--- config.mk ---
export PLATFORM = sky130hd
export DESIGN_NAME = multi_ctrl
export DESIGN_NICKNAME = d
export VERILOG_FILES = /design/src/rtl/multi_ctrl_pkg.sv /design/src/rtl/alu_funct_dec.sv /design/src/rtl/multi_ctrl.sv
export SDC_FILE = /design/constraint.sdc
export NUM_CORES = 1
export LEC_CHECK = 0
export ABC_AREA = 1
export CAP_MARGIN = 15
export CORE_ASPECT_RATIO = 1.5
export CORE_UTILIZATION = 41
export DETAILED_ROUTE_END_ITERATION = 10
export HOLD_SLACK_MARGIN = 0.05
export MAX_ROUTING_LAYER = met4
export PLACE_DENSITY = 0.79
export SYNTH_ARGS = -nofsm -noshare
export SYNTH_HDL_FRONTEND = slang
export SYNTH_SLANG_ARGS = --single-unit
--- constraint.sdc ---
create_clock -name clk -period 1.3 [get_ports clk]
set_input_delay 0.13 -clock clk [delete_from_list [all_inputs] [get_ports clk]]
set_output_delay 0.13 -clock clk [all_outputs]
set_load 0.005 [all_outputs]
--- src/rtl/multi_ctrl_pkg.sv ---
// rtl/multi_ctrl_pkg.sv - shared opcode, funct, ALU-op and state encodings for multi_ctrl
package multi_ctrl_pkg;

  // FSM states; held in a raw 3-bit register so encodings 5-7 stay representable
  localparam logic [2:0] S_IF  = 3'd0;
  localparam logic [2:0] S_ID  = 3'd1;
  localparam logic [2:0] S_EXE = 3'd2;
  localparam logic [2:0] S_MEM = 3'd3;
  localparam logic [2:0] S_WB  = 3'd4;

  typedef enum logic [3:0] {
    ALU_NOP  = 4'd0,
    ALU_ADD  = 4'd1,
    ALU_SUB  = 4'd2,
    ALU_AND  = 4'd3,
    ALU_OR   = 4'd4,
    ALU_SLT  = 4'd5,
    ALU_SLTU = 4'd6,
    ALU_XOR  = 4'd7,
    ALU_NOR  = 4'd8,
    ALU_SLL  = 4'd9,
    ALU_SRL  = 4'd10,
    ALU_SRA  = 4'd11,
    ALU_SLTR = 4'd12
  } alu_op_e;

  // Opcodes (IR[31:26])
  localparam logic [5:0] OP_RTYPE = 6'h00;
  localparam logic [5:0] OP_J     = 6'h02;
  localparam logic [5:0] OP_JAL   = 6'h03;
  localparam logic [5:0] OP_BEQ   = 6'h04;
  localparam logic [5:0] OP_BNE   = 6'h05;
  localparam logic [5:0] OP_ADDI  = 6'h08;
  localparam logic [5:0] OP_SLTI  = 6'h0A;
  localparam logic [5:0] OP_ANDI  = 6'h0C;
  localparam logic [5:0] OP_ORI   = 6'h0D;
  localparam logic [5:0] OP_XORI  = 6'h0E;
  localparam logic [5:0] OP_LUI   = 6'h0F;
  localparam logic [5:0] OP_LW    = 6'h23;
  localparam logic [5:0] OP_SW    = 6'h2B;

  // Funct codes (IR[5:0]) for R-type
  localparam logic [5:0] FN_SLL  = 6'h00;
  localparam logic [5:0] FN_SRL  = 6'h02;
  localparam logic [5:0] FN_SRA  = 6'h03;
  localparam logic [5:0] FN_SLLV = 6'h04;
  localparam logic [5:0] FN_SRLV = 6'h06;
  localparam logic [5:0] FN_SRAV = 6'h07;
  localparam logic [5:0] FN_JR   = 6'h08;
  localparam logic [5:0] FN_ADD  = 6'h20;
  localparam logic [5:0] FN_ADDU = 6'h21;
  localparam logic [5:0] FN_SUB  = 6'h22;
  localparam logic [5:0] FN_SUBU = 6'h23;
  localparam logic [5:0] FN_AND  = 6'h24;
  localparam logic [5:0] FN_OR   = 6'h25;
  localparam logic [5:0] FN_XOR  = 6'h26;
  localparam logic [5:0] FN_NOR  = 6'h27;
  localparam logic [5:0] FN_SLT  = 6'h2A;
  localparam logic [5:0] FN_SLTU = 6'h2B;

  // I-type instructions that compute in the ALU and write back through sWB
  function automatic logic is_imm_alu(input logic [5:0] op);
    return (op == OP_ADDI) || (op == OP_SLTI) || (op == OP_ANDI) ||
           (op == OP_ORI)  || (op == OP_XORI) || (op == OP_LUI);
  endfunction

endpackage

--- src/rtl/alu_funct_dec.sv ---
// rtl/alu_funct_dec.sv - combinational R-type Funct to ALU-op decoder
module alu_funct_dec
  import multi_ctrl_pkg::*;
(
  input  logic [5:0] funct_i,
  output alu_op_e    alu_op_o,
  output logic       shamt_o,   // operand A comes from the shamt field
  output logic       valid_o    // funct is a recognised R-type (jr included)
);

  // Map funct to the ALU operation; jr is legal but uses no ALU op
  always_comb begin
    alu_op_o = ALU_NOP;
    shamt_o  = 1'b0;
    valid_o  = 1'b1;
    case (funct_i)
      FN_ADD, FN_ADDU: alu_op_o = ALU_ADD;
      FN_SUB, FN_SUBU: alu_op_o = ALU_SUB;
      FN_AND:          alu_op_o = ALU_AND;
      FN_OR:           alu_op_o = ALU_OR;
      FN_XOR:          alu_op_o = ALU_XOR;
      FN_NOR:          alu_op_o = ALU_NOR;
      FN_SLT:          alu_op_o = ALU_SLT;
      FN_SLTU:         alu_op_o = ALU_SLTU;
      FN_SLL: begin alu_op_o = ALU_SLL; shamt_o = 1'b1; end
      FN_SRL: begin alu_op_o = ALU_SRL; shamt_o = 1'b1; end
      FN_SRA: begin alu_op_o = ALU_SRA; shamt_o = 1'b1; end
      FN_SLLV:         alu_op_o = ALU_SLL;
      FN_SRLV:         alu_op_o = ALU_SRL;
      FN_SRAV:         alu_op_o = ALU_SRA;
      FN_JR:           alu_op_o = ALU_NOP;
      default:         valid_o  = 1'b0;
    endcase
  end

endmodule

--- src/rtl/multi_ctrl.sv ---
// rtl/multi_ctrl.sv - multi-cycle IF/ID/EXE/MEM/WB control unit for the M_CPU datapath
module multi_ctrl
  import multi_ctrl_pkg::*;
(
  input  logic       clk,
  input  logic       rstn,
  input  logic [5:0] Op,
  input  logic [5:0] Funct,
  input  logic       Zero,
  output logic       PCWrite,
  output logic       IRWrite,
  output logic       MemWrite,
  output logic       RegWrite,
  output logic       IorD,
  output logic [1:0] RegDst,
  output logic [1:0] WDSel,
  output logic [1:0] ALUSrcA,
  output logic [1:0] ALUSrcB,
  output logic       EXTOp,
  output logic [1:0] PCSrc,
  output logic [3:0] ALUOp,
  output logic [2:0] State
);

  logic [2:0] state_q, state_d;
  alu_op_e    fn_op;
  logic       fn_shamt, fn_valid;
  logic       is_jr;

  // Ungated write enables; reset masks them below so an aborted instruction writes nothing
  logic       pc_write, ir_write, mem_write, reg_write;
  alu_op_e    alu_op;

  alu_funct_dec u_funct_dec (
    .funct_i  (Funct),
    .alu_op_o (fn_op),
    .shamt_o  (fn_shamt),
    .valid_o  (fn_valid)
  );

  assign is_jr = (Op == OP_RTYPE) && (Funct == FN_JR);

  // State register; asynchronous reset returns straight to fetch
  always_ff @(posedge clk or negedge rstn) begin
    if (!rstn) state_q <= S_IF;
    else       state_q <= state_d;
  end

  // Next-state sequencing per instruction class
  always_comb begin
    state_d = S_IF;
    case (state_q)
      S_IF: state_d = S_ID;
      S_ID: begin
        if (Op == OP_RTYPE)
          state_d = (fn_valid && !is_jr) ? S_EXE : S_IF;
        else if (Op == OP_LW || Op == OP_SW || Op == OP_BEQ || Op == OP_BNE || is_imm_alu(Op))
          state_d = S_EXE;
        else
          state_d = S_IF;   // j, jal and unknown opcodes finish here
      end
      S_EXE: begin
        if (Op == OP_LW || Op == OP_SW)        state_d = S_MEM;
        else if (Op == OP_BEQ || Op == OP_BNE) state_d = S_IF;
        else                                   state_d = S_WB;
      end
      S_MEM: state_d = (Op == OP_LW) ? S_WB : S_IF;
      S_WB:  state_d = S_IF;
      default: state_d = S_IF;
    endcase
  end

  // Datapath controls decoded from state, opcode, funct and Zero
  always_comb begin
    pc_write  = 1'b0;
    ir_write  = 1'b0;
    mem_write = 1'b0;
    reg_write = 1'b0;
    IorD      = 1'b0;
    RegDst    = 2'd0;
    WDSel     = 2'd0;
    ALUSrcA   = 2'd0;
    ALUSrcB   = 2'd0;
    EXTOp     = 1'b0;
    PCSrc     = 2'd0;
    alu_op    = ALU_NOP;
    case (state_q)
      S_IF: begin
        ir_write = 1'b1;
        ALUSrcB  = 2'd1;
        alu_op   = ALU_ADD;
        pc_write = 1'b1;
      end
      S_ID: begin
        // PC + (imm<<2) lands in ALUOut for a later branch
        ALUSrcB = 2'd3;
        EXTOp   = 1'b1;
        alu_op  = ALU_ADD;
        if (Op == OP_J) begin
          PCSrc    = 2'd2;
          pc_write = 1'b1;
        end else if (Op == OP_JAL) begin
          PCSrc     = 2'd2;
          pc_write  = 1'b1;
          reg_write = 1'b1;
          RegDst    = 2'd2;
          WDSel     = 2'd2;
        end else if (is_jr) begin
          PCSrc    = 2'd3;
          pc_write = 1'b1;
        end
      end
      S_EXE: begin
        // Register-immediate forms take operand A from register A
        case (Op)
          OP_RTYPE: begin
            ALUSrcA = fn_shamt ? 2'd2 : 2'd1;
            alu_op  = fn_op;
          end
          OP_ADDI: begin ALUSrcA = 2'd1; ALUSrcB = 2'd2; EXTOp = 1'b1; alu_op = ALU_ADD; end
          OP_SLTI: begin ALUSrcA = 2'd1; ALUSrcB = 2'd2; EXTOp = 1'b1; alu_op = ALU_SLT; end
          OP_ANDI: begin ALUSrcA = 2'd1; ALUSrcB = 2'd2; alu_op = ALU_AND; end
          OP_ORI:  begin ALUSrcA = 2'd1; ALUSrcB = 2'd2; alu_op = ALU_OR;  end
          OP_XORI: begin ALUSrcA = 2'd1; ALUSrcB = 2'd2; alu_op = ALU_XOR; end
          OP_LUI:  begin ALUSrcA = 2'd3; ALUSrcB = 2'd2; alu_op = ALU_SLL; end
          OP_LW, OP_SW: begin ALUSrcA = 2'd1; ALUSrcB = 2'd2; EXTOp = 1'b1; alu_op = ALU_ADD; end
          OP_BEQ, OP_BNE: begin
            ALUSrcA  = 2'd1;
            alu_op   = ALU_SUB;
            PCSrc    = 2'd1;
            pc_write = (Op == OP_BEQ) ? Zero : !Zero;
          end
          default: ;
        endcase
      end
      S_MEM: begin
        IorD      = 1'b1;
        mem_write = (Op == OP_SW);
      end
      S_WB: begin
        if (Op == OP_LW) begin
          reg_write = 1'b1;
          WDSel     = 2'd1;
        end else if (Op == OP_RTYPE) begin
          reg_write = 1'b1;
          RegDst    = 2'd1;
        end else if (is_imm_alu(Op)) begin
          reg_write = 1'b1;
        end
      end
      default: ;
    endcase
  end

  assign PCWrite  = pc_write  & rstn;
  assign IRWrite  = ir_write  & rstn;
  assign MemWrite = mem_write & rstn;
  assign RegWrite = reg_write & rstn;
  assign ALUOp    = alu_op;
  assign State    = state_q;

endmodule

==> results of run 1 <==
==> cell families after synthesis <==
kind of cell | Yosys count | synth area share, %
flops | 3 | 8.93
simple gates | 114 | 65.5
xor+xnor | 1 | 1.04
buf+inv | 33 | 15.2
compound gates | 14 | 9.37
==> through the flow <==
stage	instance area (um^2)	setup TNS [ns]
2_1_floorplan	848	0
3_5_place_dp	1530	-14.03
3_3_place_gp	1530	-13.26
4_1_cts	1830	-4.83
==> layer usage <==
layer	overflow	GRT usage, %
met3	0	45.1
met4	8	79.8
met2	7	91.9
met1	0	64.3
met5	-	-
==> repair_timing <==
action,CTS
buffers inserted,19
pin swaps,29
cloned,1
hold buffers,0
endpoints found under the setup margin,25
gates resized for setup,169
==> results.py, run 1 <==
metrics = {
    "grt": {
        "gr-usage-all-layers_pct": 71.9,
        "grt_max_degree": 6,
        "first_global_vias": 2160,
        "grt_overflow": 15,
        "grt_pass1_wl_um": 11100,
    },
    "logic_synthesis": {
        "synthTopCellsByArea": "nand2_1 24%, inv_1 13%, nor2_1 12%",
        "yosysMostFrequentCell": "nand2_1",
        "synth_edf_count": 0,
        "seq_area_frac_synth_pct": 8.93,
        "synth.avg_cell_area_um2": 5.10,
        "async_reset_ff_share_pct": 100,
        "synth_top_cell_area_share_pct": 23.7,
        "netlist_top_cells_count": "53 x nand2_1, 29 x inv_1, 26 x nor2_1",
        "ys_types": 24,
        "ys_seq_elements": 3,
        "ys.flop_type": "dfrtp_1",
        "syn_nets": 180,
        "syn_inst": 165,
        "yosys_warnings": 0,
        "netlist_area_um2": 841,
        "yosys.area.top_type": "nand2_1",
    },
    "die": {
        "row_count": 19,
        "die_h_um": 57.5,
        "boundaryPins": 38,
        "die_w_um": 39.0,
        "start_util_pct": 44.8,
    },
    "place": {
        "gp_congestion": 0.917,
        "preCtsSetupSlack_ns": -0.843,
        "dpl.hpwl_um": 2600,
        "portBuffers": 37,
        "dp_cells": 261,
    },
    "clock_tree": {
        "cts_sinks": 3,
        "cts-root-buf": "clkbuf_4",
        "htreeDepth": 1,
        "clockBufferDepth": 2,
        "numCtsBuffers": 3,
    },
    "status": {
        "status": "aborted with a tool error",
        "toolErrorMsg": "[ERROR GRT-0116] Global routing finished with congestion. Check the congestion regions in the DRC Viewer.",
        "stop_stage": "5_1_grt",
    },
}
==> inputs of run 2 (changes only) <==
Settings changed: CORE_AREA set to 2 2 63 65, CORE_ASPECT_RATIO 1.5 to unset, CORE_UTILIZATION 41 to unset, DIE_AREA set to 0 0 65 67, HOLD_SLACK_MARGIN 0.05 to unset, MAX_ROUTING_LAYER met4 to unset, PLACE_DENSITY 0.79 to unset, PLACE_DENSITY_LB_ADDON set to 0.15.
==> results.py, run 2 <==
metrics = {
    "status": {
        "status": "complete, but fails checks",
        "violations": "negative setup slack",
    },
    "route": {
        "vias_per_cell": 4.31,
        "drtIter0Drc": 13,
        "ant_nets": 0,
        "wl_um": 3310,
        "via_count": 1387,
        "drc": 0,
        "wl_per_cell_um": 10.3,
        "dr.pass1.iters": 4,
    },
    "clock_tree": {
        "cts_sinks": 3,
        "clk_latency_ns": 0.21,
        "path_clk_slew_ns": 0.03,
        "cts-root-buf": "clkbuf_8",
        "numCtsBuffers": 3,
        "cts-hold-fix-buffers": 0,
        "htreeDepth": 1,
        "cts_tree": "done",
        "clockBufferDepth": 2,
    },
    "die": {
        "die_w_um": 65,
        "start_util_pct": 23.3,
        "die_h_um": 67,
        "core_area_um2": 3610,
        "row_count": 22,
        "boundaryPins": 38,
        "fp.dieArea_um2": 4360,
    },
    "critical_path": {
        "critPathCaptureType": "output pin",
        "cp_max_fo": 3,
        "required_ns": 1.17,
        "start_kind": "flip-flop",
        "worstPathArrival_ns": 1.58,
        "criticalPathCategory": "flip-flop to output pin",
    },
    "timing": {
        "min_period_over_period_pct": 131,
        "hold_slack_ns": 0.245,
        "worstMarginPinSlew_ns": 0.250,
        "relSlewSlack_pct": 83.4,
        "fin_ws_ns": -0.406,
        "grt_setup_unrepaired": "true",
        "fin_skew_ns": 0.000207,
        "tns_ns": -5.32,
        "clock.fmax_mhz": 586,
        "setup_violations": 20,
        "final-hold-violation-count": 0,
        "min_period_ns": 1.71,
        "slew_violations": 0,
    },
    "grt": {
        "antenna_found_initial": 0,
        "grt_overflow": 0,
        "gr-usage-all-layers_pct": 15.6,
        "grt_max_degree": 9,
        "grt_pass1_wl_um": 5460,
        "first_global_vias": 1337,
    },
    "power": {
        "power_leakage_uw": 0.00111,
        "p_per_area_nw_per_um2": 737,
        "ir_worst_vdd_mv": 0.290,
    },
    "logic_synthesis": {
        "ys_seq_elements": 3,
        "netlist_top_cells_count": "53 x nand2_1, 29 x inv_1, 26 x nor2_1",
        "ys.flop_type": "dfrtp_1",
        "netlist_area_um2": 841,
        "syn_inst": 165,
        "yosys_warnings": 0,
        "yosysMostFrequentCell": "nand2_1",
        "synth.avg_cell_area_um2": 5.10,
        "ys_types": 24,
        "syn_nets": 180,
        "async_reset_ff_share_pct": 100,
        "seq_area_frac_synth_pct": 8.93,
        "synth_edf_count": 0,
        "synthTopCellsByArea": "nand2_1 24%, inv_1 13%, nor2_1 12%",
        "yosys.area.top_type": "nand2_1",
        "synth_top_cell_area_share_pct": 23.7,
    },
    "place": {
        "dpl.hpwl_um": 2510,
        "portBuffers": 37,
        "dp_cells": 295,
        "place_area_um2": 1620,
        "gp_congestion": 0.786,
    },
    "finish": {
        "finalInstanceArea_um2": 1930,
        "multi_input_area_um2": 793,
        "fill_cells": 373,
        "syn2layout_area_growth_pct": 129,
        "layout.cells.most_common_list": "60 x buf_4, 41 x nand2_1, 24 x inv_1",
        "mostFrequentLayoutCell": "buf_4",
        "largest_reg_flops": 3,
        "utilization_pct": 53.5,
        "nets": 290,
        "antenna_cells": 0,
        "instances_no_fill": 322,
        "drive_gt1_share_pct": 57.3,
        "register_area_um2": 77.6,
    },
    "job": {
        "cap_violations": 0,
    },
    "min_path": {
        "hold_class": "primary input to asynchronous set/reset pin",
    },
}
==> run 2: per-layer routing <==
layer / global-route usage, % / vias up / share of wire, %
met4: 3.99 / 0 / 0
met3: 1.69 / 0 / 2.9
met5: 0 / - / 0
li1: - / 738 / -
met1: 20.0 / 632 / 44
met2: 27.8 / 17 / 53
==> run 2: per-stage QoR <==
stage                     total power (uW)  setup slack, ns
after global routing                  1530           -0.550
final                                 1420           -0.406
after detailed placement               926           -0.899
after global placement                 926           -0.913
after CTS                             1280           -0.435
after floorplan                        443          0.00182
==> run 2: where the power goes <==
part           switching (uW)  internal (uW)
Clock                    57.0            209
Combinational             469            545
Sequential               21.6            119
==> run 2: what timing repair did <==
item	4_1_cts	5_1_grt
gates resized for setup	124	42
endpoints found under the setup margin	25	23
pin swaps	19	13
setup buffers	18	7
endpoints found under the hold margin	0	0
==> run 2: path summary, 6_finish.rpt <==
path / slack [ns] / cells past startpoint / end / start
min reg2reg: 0.81 / 5 / State[0]$_DFF_PN0_ / State[0]$_DFF_PN0_
min: 0.25 / 2 / State[2]$_DFF_PN0_ / rstn
max in group asynchronous: 0.95 / 2 / State[1]$_DFF_PN0_ / rstn
max: -0.41 / 8 / PCWrite / State[2]$_DFF_PN0_
min in group clk: 0.56 / 8 / State[1]$_DFF_PN0_ / Op[5]
max reg2reg: -0.19 / 8 / State[2]$_DFF_PN0_ / State[2]$_DFF_PN0_
==> run 2: worst max-delay path, stage by stage, from the launching register on <==
cell and delay, ns:
dfrtp_2 0.43, buf_6 0.13, nor3_4 0.18, buf_6 0.13, inv_4 0.03, nor2_2 0.09, nand2_1 0.06, a31oi_1 0.18
buf_2 0.14
==> run 2: area by class of cell <==
type	count	share of cell area, %
Sequential cell	3	4.02
Timing Repair Buffer	106	42.9
Multi-Input combinational cell	129	41.1
Clock buffer	4	2.34
Tap cell	48	3.11
Inverter	32	6.49
==> run 2: cells by family after synthesis <==
group | count (synthesis) | synth area share [%]
simple gates | 114 | 65.5
buf+inv | 33 | 15.2
compound gates | 14 | 9.37
flops | 3 | 8.93
xor+xnor | 1 | 1.04
Power figures use the tool's default switching activity.
